[config.mk]
export PLATFORM = sky130hd
export DESIGN_NAME = tone_synth_flat
export DESIGN_NICKNAME = d
export VERILOG_FILES = /design/src/rtl/tone_synth_if.sv /design/src/rtl/tone_synth.sv /design/src/flat_wrapper.sv
export SDC_FILE = /design/constraint.sdc
export NUM_CORES = 1
export LEC_CHECK = 0
export BUFFER_PORTS_ARGS = -buffer_cell sky130_fd_sc_hd__buf_2
export CAP_MARGIN = 0
export CORE_MARGIN = 5
export CORE_UTILIZATION = 57
export CTS_BUF_LIST = sky130_fd_sc_hd__clkbuf_8
export DETAILED_ROUTE_END_ITERATION = 7
export PLACE_DENSITY = 0.75
export SLEW_MARGIN = 20
export SYNTH_ARGS = -nofsm -noshare
export SYNTH_HDL_FRONTEND = slang
export SYNTH_SLANG_ARGS = --single-unit
export TNS_END_PERCENT = 1
[constraint.sdc]
create_clock -name clk50mhz -period 13.4 [get_ports clk50mhz]
set_clock_uncertainty 0.05 [all_clocks]
set_input_delay 0 -clock clk50mhz [delete_from_list [all_inputs] [get_ports clk50mhz]]
set_output_delay 0 -clock clk50mhz [all_outputs]
set_load 0.005 [all_outputs]
[src/rtl/tone_synth_if.sv]
// Tone synthesiser control/audio bundle: note requests and volume in,
// sample stream and playback status out.
interface tone_synth_if #(
    parameter int NOTES    = 4,
    parameter int NOTE_W   = 2,
    parameter int SAMPLE_W = 4
);
    logic [NOTES-1:0]    note_req;
    logic [1:0]          vol;
    logic [SAMPLE_W-1:0] tono;
    logic                sample_stb;
    logic                busy;
    logic [NOTE_W-1:0]   cur_note;

    // Requester side (game logic / bench).
    modport master (
        output note_req, vol,
        input  tono, sample_stb, busy, cur_note
    );

    // Synthesiser side.
    modport slave (
        input  note_req, vol,
        output tono, sample_stb, busy, cur_note
    );
endinterface

[src/rtl/tone_synth.sv]
// Click-free sine tone generator. Picks the lowest-indexed active note
// request, steps a 32-entry sine table at that note's rate using a clock
// enable, and only switches note or stops at a waveform period boundary.
module tone_synth #(
    parameter int NOTES    = 4,
    parameter int NOTE_W   = 2,
    parameter int DIV_W    = 16,
    parameter int SAMPLE_W = 4,
    parameter logic [NOTES*DIV_W-1:0] LIMITS =
        {16'hF92, 16'h1282, 16'h14C8, 16'h1754}
) (
    input  logic        clk50mhz,
    input  logic        reset_button,
    tone_synth_if.slave bus
);

    typedef enum logic [1:0] {IDLE, PLAY, RELEASE} state_t;

    localparam int AMP = (1 << (SAMPLE_W - 1)) - 1;
    localparam logic [SAMPLE_W-1:0]   MID   = SAMPLE_W'(1 << (SAMPLE_W - 1));
    localparam logic signed [SAMPLE_W:0] MID_S = (SAMPLE_W + 1)'(1 << (SAMPLE_W - 1));

    // Quarter-wave sine in 0.16 fixed point (entry 8 is exactly 1.0).
    function automatic logic [16:0] quarter_sin(input logic [3:0] idx);
        logic [16:0] v;
        case (idx)
            4'd0:    v = 17'd0;
            4'd1:    v = 17'd12785;
            4'd2:    v = 17'd25080;
            4'd3:    v = 17'd36410;
            4'd4:    v = 17'd46341;
            4'd5:    v = 17'd54491;
            4'd6:    v = 17'd60547;
            4'd7:    v = 17'd64277;
            default: v = 17'd65536;
        endcase
        return v;
    endfunction

    // Signed deviation from MID: round(AMP * sin(2*pi*k/32)).
    function automatic logic signed [SAMPLE_W:0] sine_dev(input logic [4:0] k);
        logic [3:0]                j;
        logic [3:0]                idx;
        logic [47:0]               prod;
        logic signed [SAMPLE_W:0]  mag;
        j    = k[3:0];
        idx  = (j <= 4'd8) ? j : 4'(5'd16 - {1'b0, j});
        prod = 48'(AMP) * 48'(quarter_sin(idx)) + 48'd32768;
        mag  = $signed({1'b0, prod[16 +: SAMPLE_W]});
        return k[4] ? -mag : mag;
    endfunction

    // Table sample at k attenuated by an arithmetic (flooring) shift.
    function automatic logic [SAMPLE_W-1:0] scale_sample(input logic [4:0] k,
                                                         input logic [1:0] v);
        logic signed [SAMPLE_W:0] sum;
        sum = MID_S + (sine_dev(k) >>> v);
        return sum[SAMPLE_W-1:0];
    endfunction

    // Unpack the per-note step periods.
    logic [DIV_W-1:0] lim_arr [NOTES];
    generate
        for (genvar gi = 0; gi < NOTES; gi++) begin : g_lim
            assign lim_arr[gi] = LIMITS[gi*DIV_W +: DIV_W];
        end
    endgenerate

    state_t              state_reg, state_next;
    logic [DIV_W-1:0]    cnt_reg, cnt_next;
    logic [4:0]          addr_reg, addr_next;
    logic [NOTE_W-1:0]   cur_note_reg, cur_note_next;
    logic [NOTE_W-1:0]   pend_reg, pend_next;
    logic                pend_valid_reg, pend_valid_next;
    logic [SAMPLE_W-1:0] tono_reg, tono_next;
    logic                stb_reg, stb_next;
    logic                busy_reg, busy_next;

    logic [NOTE_W-1:0]   req_idx;
    logic                any_req;
    logic [DIV_W-1:0]    lim_cur;
    logic                step;

    assign any_req = |bus.note_req;
    assign lim_cur = lim_arr[cur_note_reg];
    assign step    = (state_reg != IDLE) && (cnt_reg == lim_cur - DIV_W'(1));

    // Fixed priority: lowest set request bit wins.
    always_comb begin
        req_idx = '0;
        for (int i = NOTES - 1; i >= 0; i--) begin
            if (bus.note_req[i]) req_idx = NOTE_W'(i);
        end
    end

    // Next-state: note selection, period stepping and boundary-only changes.
    always_comb begin
        state_next      = state_reg;
        cnt_next        = cnt_reg;
        addr_next       = addr_reg;
        cur_note_next   = cur_note_reg;
        pend_next       = pend_reg;
        pend_valid_next = pend_valid_reg;
        tono_next       = tono_reg;
        stb_next        = 1'b0;

        case (state_reg)
            IDLE: begin
                cnt_next        = '0;
                addr_next       = '0;
                tono_next       = MID;
                pend_valid_next = 1'b0;
                if (any_req) begin
                    cur_note_next = req_idx;
                    state_next    = PLAY;
                end
            end
            default: begin
                // PLAY and RELEASE both keep stepping; only the request level
                // decides which of the two we are in.
                if (any_req) begin
                    state_next = PLAY;
                    if (req_idx != cur_note_reg) begin
                        pend_next       = req_idx;
                        pend_valid_next = 1'b1;
                    end else begin
                        pend_valid_next = 1'b0;
                    end
                end else begin
                    state_next = RELEASE;
                end

                if (step) begin
                    cnt_next  = '0;
                    addr_next = addr_reg + 5'd1;
                    stb_next  = 1'b1;
                    tono_next = scale_sample(addr_reg + 5'd1, bus.vol);
                    if (addr_reg == 5'd31) begin
                        if (any_req) begin
                            if (pend_valid_next) cur_note_next = pend_next;
                            pend_valid_next = 1'b0;
                        end else begin
                            // End of the last period: fall silent without a
                            // strobe so IDLE never sees sample_stb.
                            state_next      = IDLE;
                            addr_next       = '0;
                            tono_next       = MID;
                            stb_next        = 1'b0;
                            pend_valid_next = 1'b0;
                        end
                    end
                end else begin
                    cnt_next = cnt_reg + DIV_W'(1);
                end
            end
        endcase

        busy_next = (state_next != IDLE);
    end

    // State and output registers with synchronous active-low reset.
    always_ff @(posedge clk50mhz) begin
        if (!reset_button) begin
            state_reg      <= IDLE;
            cnt_reg        <= '0;
            addr_reg       <= '0;
            cur_note_reg   <= '0;
            pend_reg       <= '0;
            pend_valid_reg <= 1'b0;
            tono_reg       <= MID;
            stb_reg        <= 1'b0;
            busy_reg       <= 1'b0;
        end else begin
            state_reg      <= state_next;
            cnt_reg        <= cnt_next;
            addr_reg       <= addr_next;
            cur_note_reg   <= cur_note_next;
            pend_reg       <= pend_next;
            pend_valid_reg <= pend_valid_next;
            tono_reg       <= tono_next;
            stb_reg        <= stb_next;
            busy_reg       <= busy_next;
        end
    end

    assign bus.tono       = tono_reg;
    assign bus.sample_stb = stb_reg;
    assign bus.busy       = busy_reg;
    assign bus.cur_note   = cur_note_reg;

endmodule

[src/flat_wrapper.sv]
// flat-port wrapper written by rule: the top's interface ports become plain ports
module tone_synth_flat 
#(
    parameter int NOTES    = 4,
    parameter int NOTE_W   = 2,
    parameter int DIV_W    = 16,
    parameter int SAMPLE_W = 4,
    parameter logic [NOTES*DIV_W-1:0] LIMITS =
        {16'hF92, 16'h1282, 16'h14C8, 16'h1754}
)
  (clk50mhz, reset_button, bus_note_req, bus_vol, bus_tono, bus_sample_stb, bus_busy, bus_cur_note);
  tone_synth_if #(.NOTES(NOTES), .NOTE_W(NOTE_W), .SAMPLE_W(SAMPLE_W)) bus_i ();
  input  logic clk50mhz;
  input  logic reset_button;
  input wire logic [$bits(bus_i.note_req)-1:0] bus_note_req;
  input wire logic [$bits(bus_i.vol)-1:0] bus_vol;
  output wire logic [$bits(bus_i.tono)-1:0] bus_tono;
  output wire logic [$bits(bus_i.sample_stb)-1:0] bus_sample_stb;
  output wire logic [$bits(bus_i.busy)-1:0] bus_busy;
  output wire logic [$bits(bus_i.cur_note)-1:0] bus_cur_note;
  assign bus_i.note_req = bus_note_req;
  assign bus_i.vol = bus_vol;
  assign bus_tono = bus_i.tono;
  assign bus_sample_stb = bus_i.sample_stb;
  assign bus_busy = bus_i.busy;
  assign bus_cur_note = bus_i.cur_note;
  tone_synth #(.NOTES(NOTES), .NOTE_W(NOTE_W), .DIV_W(DIV_W), .SAMPLE_W(SAMPLE_W), .LIMITS(LIMITS)) u_core (.clk50mhz(clk50mhz), .reset_button(reset_button), .bus(bus_i));
endmodule
Word level (Yosys, flattened, before mapping)
Memories as Yosys holds them, arrays and structs flattened.
Cells that the tools add are included.
{ "op_classes": {"add_sub_neg": 7, "multipliers": 1, "div": 0, "n_lt_le_gt_ge": 2, "eq_ne": 3, "shifts": 1, "muxes": 37, "bitwise_logic": 3, "n_reduce_logical": 12} }
{ "ops": {"columns": ["cell", "count"], "rows": [
  ["$mux W17", 3],
  ["$mux W2", 18],
  ["$bmux W16 S2", 1],
  ["$mux W16", 2],
  ["$add A20 B16 Y20 const B", 1],
  ["$mul A3 B17 Y20 const A", 1],
  ["$add A16 B1 Y16 const B", 1],
  ["$eq A16 B16 Y1", 1],
  ["$sub A16 B1 Y16 const B", 1],
  ["$mux W5", 3],
  ["$mux W4", 3],
  ["$reduce_bool A2 Y1", 5],
  ["$mux W1", 7],
  ["$reduce_or A3 Y1", 2],
  ["$add A5 B1 Y5 const B", 1],
  ["$eq A5 B5 Y1 const B", 1],
  ["$neg A4 Y5", 1],
  ["$sshr A5 B2 Y4", 1],
  ["$add A4 B4 Y4 const A", 1],
  ["$le A4 B4 Y1 const B", 1],
  ["$reduce_and A4 Y1", 1],
  ["$reduce_or A4 Y1", 1],
  ["$sub A1 B4 Y4 const A", 1],
  ["$ge A3 B3 Y1 const B", 1],
  ["6 further kinds", 7]
]} }
{ "word_totals": {"regBits": 34, "latchBits": 0, "mem_bits_rw": 0, "romBits": 128, "inputBits": 8, "out_inout_bits": 8, "elab_cells": 76, "memories": 1} }
{ "memory_table": {"columns": ["memory", "words", "width", "read_ports", "rd_clocked_by_memory_dff", "wr", "line_no", "text"], "rows": [
  ["(name not given)", 8, 16, 1, 0, 0, "tone_synth.sv:26", "case (idx)"]
]} }

Depth between registers and ports, before layout
Gate-level depths: netlist (run 1).
{ "logic_depth": {"depth_word": 17, "mapped_depth": 23, "mapped_depth_nobuf": 23} }

Least setup slack after synthesis (run 1)
Ideal clock, no wire load.
{ "synth_timing": {"path_kind": "reg-to-reg", "start": "register u_core.addr_reg[1]", "end": "register u_core.tono_reg[1] (netlist: u_core.bus.tono[1])", "arrival_time_ns": 5.095, "path_slack_ns": 8.127, "path_stages_with_launch": 23, "synth_period_minus_slack_ns": 5.273, "path_cell_list": "dfxtp_1 > inv_1 > ha_1 > nor3b_2 > nand2_1 > o31ai_1 > a22oi_1 > inv_1 > or3_1 > inv_1 > a21oi_1 > fa_1 > inv_1 > ha_1 > ha_1 > and3_1 > a2111oi_4 > o21ai_1 > and3_4 > or2_1 > o41a_1 > o21bai_1 > o211ai_1"} }
{ "synth_via": {"elab_chain_cells": 15, "word_cells_on_any_way": 17, "cone_classes": "5 x add/sub; 1 x mul; 1 x order compare; 1 x eq/ne; 1 x shift; 7 x mux; 1 x memory"} }
{ "synth_rtl": {"columns": ["element", "line_no", "text"], "rows": [
  ["from (decl)", "tone_synth.sv:71", "logic [4:0] addr_reg, addr_next;"],
  ["from (signal assigned)", "tone_synth.sv:176", "addr_reg <= addr_next;"],
  ["$add A5 B1 Y5", "tone_synth.sv:137", "tono_next = scale_sample(addr_reg + 5'd1, bus.vol);"],
  ["$sub A1 B4 Y4 or $le A4 B4 Y1 (tied branches)", "tone_synth.sv:47", "idx = (j <= 4'd8) ? j : 4'(5'd16 - {1'b0, j});"],
  ["$mux W4", "tone_synth.sv:47", null],
  ["$mem_v2 Z8 W16", null, null],
  ["$mux W17", "tone_synth.sv:26", null],
  ["$mux W17", "tone_synth.sv:133", "if (step) begin"],
  ["$mux W17", "tone_synth.sv:107", "case (state_reg)"],
  ["$mul A3 B17 Y20", "tone_synth.sv:48", "prod = 48'(AMP) * 48'(quarter_sin(idx)) + 48'd32768;"],
  ["$add A20 B16 Y20", "tone_synth.sv:48", null],
  ["$neg A4 Y5", "tone_synth.sv:50", "return k[4] ? -mag : mag;"],
  ["$mux W5", "tone_synth.sv:50", null],
  ["$sshr A5 B2 Y4", "tone_synth.sv:57", "sum = MID_S + (sine_dev(k) >>> v);"],
  ["$add A4 B4 Y4", "tone_synth.sv:57", null],
  ["$mux W4", "tone_synth.sv:139", "if (any_req) begin"],
  ["$mux W4 *", "tone_synth.sv:138", "if (addr_reg == 5'd31) begin"],
  ["to (signal assigned)", "tone_synth.sv:180", "tono_reg <= tono_next;"],
  ["to (decl)", "tone_synth.sv:75", "logic [SAMPLE_W-1:0] tono_reg, tono_next;"]
]} }
Mark *: on every way between the ends. The rest lies on a longest branch, timed or not. The select of a mux whose other input is x is not followed.
A chain may end at the register's enable or synchronous reset.

Final worst setup path (run 1)
{ "layout_timing": {"start": "register u_core.addr_reg[0]", "end": "register u_core.tono_reg[0] (netlist: u_core.bus.tono[0])"} }
The elaborated chain is that of the path after synthesis.

==> results of run 1 <==
-- cells in the final DEF (no fill, tap or decap), drive strengths merged, types with 2 or more instances in the layout --
cell          n
a211oi        5
a31oi         3
a21o          6
nor2         46
nand4         6
xor2         15
o21ai        21
nor3         15
or3           6
ha           52
nand2        30
xnor2        10
fa           10
o21a          6
dlygate4sd3   5
nand2b        2
a31o          2
nor3b         2
buf          16
and3b         2
dfxtp        32
o211ai        3
a21boi        2
mux2i         2
clkinv        2
inv          36
a21oi        30
a221oi        2
clkbuf        5
o2111ai       2
nor4          4
and2          5
and3         12
or2           5
nand3        20
nor2b         3
a22oi         3
-- cells by family (layout without fill, tap and decap cells) --
kind of cell             after synthesis  in the layout  share of synthesized area [%]
multiplexers                           3              3                          0.900
flip-flops                            32             32                           18.4
AND/OR/NAND/NOR                      162            162                           23.8
adder cells (fa/ha/maj)               62             62                           24.5
XOR/XNOR                              25             25                           6.30
buffers and inverters                 46             65                           5.54
AO/OA/AOI/OAI                         98             98                           20.6
-- power breakdown --
part | switching [mW] | leakage [nW] | internal (mW)
sequential | 0.00172 | 0.259 | 0.0964
combinational | 0.0102 | 1.39 | 0.00766
clock | 0.0359 | 0.0593 | 0.0544
total | 0.0478 | 1.71 | 0.158
-- what timing repair did --
item                      4_1_cts  5_1_grt
buffers inserted                0        0
hold endpoints to repair        4        0
hold buffers                    5        0
-- cell type report --
| class | count | area share [%] |
|---|---|---|
| Inverter | 36 | 3.60 |
| Timing Repair Buffer | 21 | 3.53 |
| Clock buffer | 5 | 1.83 |
| Sequential cell | 32 | 17.1 |
| Multi-Input combinational cell | 350 | 70.4 |
| Clock inverter | 3 | 1.03 |
| Tap cell | 75 | 2.50 |
-- routing by layer --
layer	up-vias	track usage [%]
met2	79	34.3
met4	0	5.36
met3	16	3.29
met1	1438	26.5
li1	1556	-
met5	-	0
-- path summary, 6_finish.rpt --
| path | from | to | slack (ns) | cells after the start |
|---|---|---|---|---|
| worst max-delay path | u_core.addr_reg[0]$_SDFFE_PP0P_ | u_core.bus.tono[0]$_SDFFE_PP0P_ | 7.20 | 22 |
| worst min-delay path | bus_note_req[1] | u_core.state_reg[0]$_SDFF_PN0_ | 0.02 | 3 |
| worst max register to register | u_core.addr_reg[0]$_SDFFE_PP0P_ | u_core.bus.tono[0]$_SDFFE_PP0P_ | 7.20 | 22 |
| worst min register to register | u_core.bus.tono[1]$_SDFFE_PP0P_ | u_core.bus.tono[1]$_SDFFE_PP0P_ | 0.44 | 2 |
-- critical path, cell delays in order (launching register included) --
cell and delay [ns]:
sky130_fd_sc_hd__dfxtp_1 0.53, sky130_fd_sc_hd__ha_1 0.36, sky130_fd_sc_hd__nor3b_2 0.20, sky130_fd_sc_hd__nand2_1 0.08, sky130_fd_sc_hd__o31ai_1 0.06, sky130_fd_sc_hd__a22oi_1 0.54
sky130_fd_sc_hd__inv_1 0.25, sky130_fd_sc_hd__or3_1 0.42, sky130_fd_sc_hd__inv_1 0.17, sky130_fd_sc_hd__a21oi_1 0.10, sky130_fd_sc_hd__inv_1 0.14, sky130_fd_sc_hd__fa_1 0.43
sky130_fd_sc_hd__ha_1 0.31, sky130_fd_sc_hd__ha_1 0.34, sky130_fd_sc_hd__a21oi_1 0.16, sky130_fd_sc_hd__o21ai_0 0.18, sky130_fd_sc_hd__nor4_1 0.45, sky130_fd_sc_hd__a21oi_1 0.27
sky130_fd_sc_hd__and3_4 0.28, sky130_fd_sc_hd__nor2_2 0.20, sky130_fd_sc_hd__or2_1 0.19, sky130_fd_sc_hd__a221oi_2 0.07, sky130_fd_sc_hd__a221o_1 0.33
-- stage by stage --
step	setup WS, ns	power [mW]
floorplan	8.13	0.111
global placement	7.45	0.116
detailed placement	7.35	0.117
CTS	7.33	0.206
global route	6.87	0.215
finish	7.20	0.206
==> results.txt, run 1 <==
The logs give 0 for the final number of max-transition violations and 0 for the number of design rule violations left after detail routing. Aggregate global-route resource usage: 20.2%. The dominant synthesized flop cell is sky130_fd_sc_hd__dfxtp_1. The final critical path time including I/O delays and setup was 6.20 ns; the count of vias placed by the detailed router was 3089. The tools report the number of global-route vias before repair as 2962. Setup repair after global routing left no endpoint under its margin.

For this design the ratio of total power to cell area is 54.9 nW/µm². After detailed routing, the average wire length per cell comes to 14.7 µm. Overall routed net length: 7650 µm. For the number of clock sinks, the log shows 32. By startpoint and endpoint, the worst setup path is classified as reg2reg. A synthesized cell averages 8.12 µm². In this run the top signal layer used is met4. The first routing iteration left 229 violations. The first detailed-routing pass took 5 iterations. From synthesis to final layout, the design area changed by 7.95%. Count of buffers from port buffering: 15.

The number of flip-flops in the largest register is 16, and the met2 layer wire length in the routed design is 3580 µm. After filler insertion, the fill cell instance count of the layout stands at 503. The initial antenna violation count was 0; the die span in x was 88.1 µm. Data on the critical path arrives at its endpoint at 6.31 ns.

Sorting the synthesized cells by how often they occur yields sky130_fd_sc_hd__ha_1 (52), sky130_fd_sc_hd__nor2_1 (45), sky130_fd_sc_hd__inv_1 (35). The post-cts resize count is 0, and the share of synthesized registers carrying an async set or reset is 0%. The number of nets in the synthesized netlist is 498.

The run finished with clean final reports. The final-layout setup total negative slack is 0 ns, and the full die area is 7760 µm². For the standard cell core area, the log shows 5920 µm².

After synthesis, the cell types taking the most area are sky130_fd_sc_hd__ha_1 (19%), sky130_fd_sc_hd__dfxtp_1 (18%), sky130_fd_sc_hd__fa_1 (5.8%). Hold is met by 0.0244 ns. The run gives 5 as the number of buffers added by the clock tree synthesis step. The logs give 428 for the number of cells produced by synthesis and 0.0000526 V for the largest voltage drop on the vdd net. Entering global routing, the biggest net connects 18 pins. The tools report the count of non-filler cells in the finished layout as 522. The analysis attributes to cell leakage a power of 1.71 nW. In this run the number of H-tree levels came out at 2. Counting flops and latches in the post-synthesis netlist gives 32. For the pin with the worst max-slew slack, the measured transition is 0.769 ns. The area after detailed placement came out at 3600 µm².

The die is 88.1 µm tall. The per-cell via count in the routed design was 5.92; the global-route wire length before repair was 12900 µm. In this run, synthesis inferred 0 flip-flops with an integrated enable.

In the post-synthesis netlist, the cell with the most instances is sky130_fd_sc_hd__ha_1. The number of antenna cells inserted came out at 0. The final RePlAce weighted congestion is 0.925.

Summed over its instances, the top area cell type makes up 18.7% of the synthesized netlist area. After synthesis, flip-flops and latches occupy 18.4% of the total area. Summing all multi-input logic gate instances after layout gives 2640 µm². The tools report the flip-flop and latch area as 641 µm². With fillers left out, the area of the finished cells amounts to 3750 µm². The worst path required time is 13.52 ns, and the final-report setup violation count is 0. Once detailed placement completed, the half-perimeter wirelength came to 6040 µm. The run gives 0 as the number of warnings issued by yosys.

The post-route netlist has 10.1% of its cells at a drive strength greater than 1. After clock tree synthesis, the clock-pin slew on the worst setup and hold paths is 0.06 ns. In this run the tightest slew margin relative to its limit is 48.3%.

Kind of path behind the tightest hold check: in2reg. The fraction of the core area covered by cells at the end of the flow was 63.4%; the wire length on met1 was 3670 µm. Along the worst path, the maximum fanout reaches 12. The clock passes through at most 2 buffers.

Max-cap violations in this run came to 0. The final hold violation count is 0, and the residual overflow from global routing is 0. The logs give 297 µm for the routed length on met3 and 0 for the number of nets with antenna violations after routing.

For the row count, the log shows 28. Once the floorplan was initialized, standard cells occupied 58.7% of the core. The startpoint kind of the worst setup timing path was a flip-flop.

The final-stage net count is 516, and the final cycle utilization of the critical path is 46.3%. The netlist area before placement is 3480 µm², and the number of library cell types mapped by synthesis is 68. The library cell occupying the most area in the post-synthesis netlist is sky130_fd_sc_hd__ha_1.

TritonCTS built the clock tree. The tools report the number of top-level design ports as 16. At the later pin of the worst-skew pair, clock insertion delay measures 0.29 ns. The tree is rooted in a sky130_fd_sc_hd__clkbuf_8.

STA classifies the critical path endpoint as a flip-flop. For this run, the top clock speed supported by timing is 161 MHz. Once placement completed, the tool counted placed cells totaling 509.
(Power assumes the default switching activity.)
==> run 2: changes to the inputs <==
--- a/config.mk
+++ b/config.mk
@@ -11,7 +11,7 @@
 export CORE_UTILIZATION = 57
 export CTS_BUF_LIST = sky130_fd_sc_hd__clkbuf_8
 export DETAILED_ROUTE_END_ITERATION = 7
-export PLACE_DENSITY = 0.75
+export PLACE_DENSITY = 0.78
 export SLEW_MARGIN = 20
 export SYNTH_ARGS = -nofsm -noshare
 export SYNTH_HDL_FRONTEND = slang
==> constraint.sdc (replaced) <==
create_clock -name clk50mhz -period 5.2 [get_ports clk50mhz]
set_clock_uncertainty 0.05 [all_clocks]
set_input_delay 0 -clock clk50mhz [delete_from_list [all_inputs] [get_ports clk50mhz]]
set_output_delay 0 -clock clk50mhz [all_outputs]
set_load 0.005 [all_outputs]
==> run 2 against run 1 <==
Against the previous run: final cell count rose by 8.0%; clock power rose to 2.6 times the previous value; non-clock buffer count rose by 42; largest cell class unchanged; first-iteration DRC count rose by 11%; die area did not move; sequential share of layout area fell by 2.2 points; hold slack improved by 0.021 ns; power rose to 2.6 times the previous value; critical endpoint unchanged; via count rose by 11%.
==> results.txt, run 2 (synthesis results as in run 1) <==
The logs give 0 for the final hold violation count and 73.5% for the fraction of the core area covered by cells at the end of the flow. TritonCTS built the clock tree. From left edge to right edge, the die measures 88.1 µm. At the later pin of the worst-skew pair, clock insertion delay measures 0.29 ns. The number of nets with antenna violations after routing was 0; the number of clock sinks was 32.

The count of vias placed by the detailed router was 3434; the cell total after placement was 546. For the pin with the worst max-slew slack, the measured transition is 1.03 ns. Count of non-filler cells in the finished layout: 564.

The final cycle utilization of the critical path is 96.7%, and the final-stage net count is 558. Entering global routing, the biggest net connects 18 pins. The first detailed-routing pass ran for 5 iterations. The power density of the placed cells came out at 122 nW/µm².

The number of global-route vias before repair was 3245; the final RePlAce weighted congestion was 0.927. Once the floorplan was initialized, standard cells occupied 58.7% of the core. Startpoint kind of the worst setup timing path: a flip-flop.

The footprint of the multi-input gates was 2910 µm²; the fraction of final layout cells sized beyond drive strength 1 was 27.2%. After clock tree synthesis, the clock-pin slew on the worst setup and hold paths is 0.06 ns. In this run the worst hold path is classified as in2reg. The worst setup path is captured at a flip-flop. Summed over all layers, the global routing overflow is 0. The run finished with clean final reports.

The initialized floorplan defines 28 standard-cell rows. Setup violations remaining at the end of the flow were counted as 0. Detailed placement finished with a half-perimeter wire length of 6680 µm. The area added between synthesis and finish is 25.1%. In this run the clock root is driven by a sky130_fd_sc_hd__clkbuf_8.

In the layout the commonest cells are sky130_fd_sc_hd__ha_1 (42), sky130_fd_sc_hd__nor2_1 (41), sky130_fd_sc_hd__buf_4 (41), sky130_fd_sc_hd__inv_1 (31), sky130_fd_sc_hd__dfxtp_1 (30). The first global-routing pass estimated 14200 µm of wire. In the final timing run, aggregate negative setup slack is 0 ns. The largest driver fanout on the critical path was 8; the average routed wire per standard cell was 16.7 µm. The initial DRC count came out at 254. The final number of max-transition violations came out at 0.

The logs give 22.7% for the aggregate global-route resource usage and 0.000172 V for the largest voltage drop on the vdd net. The overall routed net length was 9410 µm; the maximum clock frequency was 199 MHz. The logs give 16 for the number of top-level design ports and 0 for the number of design rule violations left after detail routing. After detailed routing, the number of vias per cell comes to 6.09. The static power due to leakage came out at 1.93 nW. The run gives 5.15 ns as the critical path arrival. The number of antenna diodes in the final layout is 0. Leaving out fill and tap cells, the most frequent cell in the layout is sky130_fd_sc_hd__ha_1.

The tools report the initial antenna violation count as 0. The logs give 0 for the number of max-capacitance violations reported and 648 µm² for the flip-flop and latch area. The logs give 5.32 ns for the worst path required time and 5920 µm² for the standard cell core area. Prior to clock tree synthesis, the placed netlist has a worst setup slack of -0.109 ns.

Measured along the y axis, the die boundary spans 88.1 µm. Startpoint-to-endpoint class of the critical path: reg2reg. The number of buffers added by the clock tree synthesis step is 5, and the smallest setup slack after layout is 0.173 ns.

The clock tree synthesis step divided the H-tree into 2 levels. The number of flip-flops in the largest register was 16; the count of buffers from port buffering was 15. In this run the tightest slew margin relative to its limit is 30.8%. The maximum buffer depth of the clock tree was 2; the final critical path time including I/O delays and setup was 5.03 ns. The full die area is 7760 µm².

The tools report the filler cell count as 411.
==> run 2: stage by stage <==
step	power (mW)	cell area, µm²	hold slack, ns
after floorplan	0.286	3480	0.0782
after global placement	0.298	3880	0.202
after detailed placement	0.299	3880	0.206
after CTS	0.531	4070	0.0112
after global routing	0.554	4350	0.0690
final	0.532	4350	0.0459
==> run 2: layout make-up <==
| class | instances | share of cell area, % |
|---|---|---|
| multi-input cells | 350 | 66.9 |
| flip-flops and latches | 32 | 14.9 |
| repair buffers | 63 | 10.5 |
| inverters | 36 | 3.11 |
| well taps | 75 | 2.16 |
| clock buffers | 5 | 1.58 |
| clock inverters | 3 | 0.892 |
==> run 2: repair_timing <==
item | 4_1_cts | 5_1_grt
setup buffers | 0 | 6
hold endpoints to repair | 3 | 0
resized for setup | 10 | 54
pin swaps | 3 | 21
endpoints found under the setup margin | 3 | 4
hold buffers | 4 | 0
==> run 2: routing by layer <==
metal / vias up / GRT usage (%) / share of wire, %
met1: 1610 / 29.3 / 42
met3: 26 / 3.76 / 5.9
met5: - / 0 / 0
li1: 1641 / - / -
met2: 157 / 39.3 / 50
met4: 0 / 5.63 / 2.2
==> run 2: power breakdown <==
part / internal [mW] / leakage (nW) / switching [mW] / total (mW)
combinational: 0.0186 / 1.61 / 0.0274 / 0.0460
clock: 0.140 / 0.0593 / 0.0937 / 0.234
sequential: 0.247 / 0.261 / 0.00450 / 0.252
total: 0.406 / 1.93 / 0.126 / 0.532
==> run 2: critical path, stage by stage (launching register included) <==
cell and delay, ns:
sky130_fd_sc_hd__dfxtp_4 0.36, sky130_fd_sc_hd__inv_2 0.05, sky130_fd_sc_hd__ha_4 0.23, sky130_fd_sc_hd__nor3b_4 0.15
sky130_fd_sc_hd__nand2_1 0.06, sky130_fd_sc_hd__o31ai_1 0.08, sky130_fd_sc_hd__a22oi_2 0.32, sky130_fd_sc_hd__and2_4 0.21
sky130_fd_sc_hd__nor2_2 0.05, sky130_fd_sc_hd__buf_4 0.14, sky130_fd_sc_hd__a21oi_1 0.21, sky130_fd_sc_hd__fa_1 0.47
sky130_fd_sc_hd__ha_1 0.34, sky130_fd_sc_hd__ha_4 0.29, sky130_fd_sc_hd__nand3_1 0.12, sky130_fd_sc_hd__buf_4 0.16
sky130_fd_sc_hd__a21oi_1 0.23, sky130_fd_sc_hd__nor3_4 0.09, sky130_fd_sc_hd__a21oi_2 0.20, sky130_fd_sc_hd__and3_4 0.23
sky130_fd_sc_hd__o22ai_4 0.12, sky130_fd_sc_hd__o32ai_2 0.35, sky130_fd_sc_hd__a221oi_2 0.07, sky130_fd_sc_hd__a221o_1 0.32
==> run 2: final timing paths <==
kind                            slack [ns]                         endpoint  cells past startpoint                            start
worst max-delay path                  0.17  u_core.bus.tono[0]$_SDFFE_PP0P_                     23  u_core.addr_reg[1]$_SDFFE_PP0P_
worst min-delay path                  0.05   u_core.state_reg[0]$_SDFF_PN0_                      3                  bus_note_req[3]
worst max register to register        0.17  u_core.bus.tono[0]$_SDFFE_PP0P_                     23  u_core.addr_reg[1]$_SDFFE_PP0P_
worst min register to register        0.44     u_core.cnt_reg[0]$_SDFF_PP0_                      1     u_core.cnt_reg[0]$_SDFF_PP0_
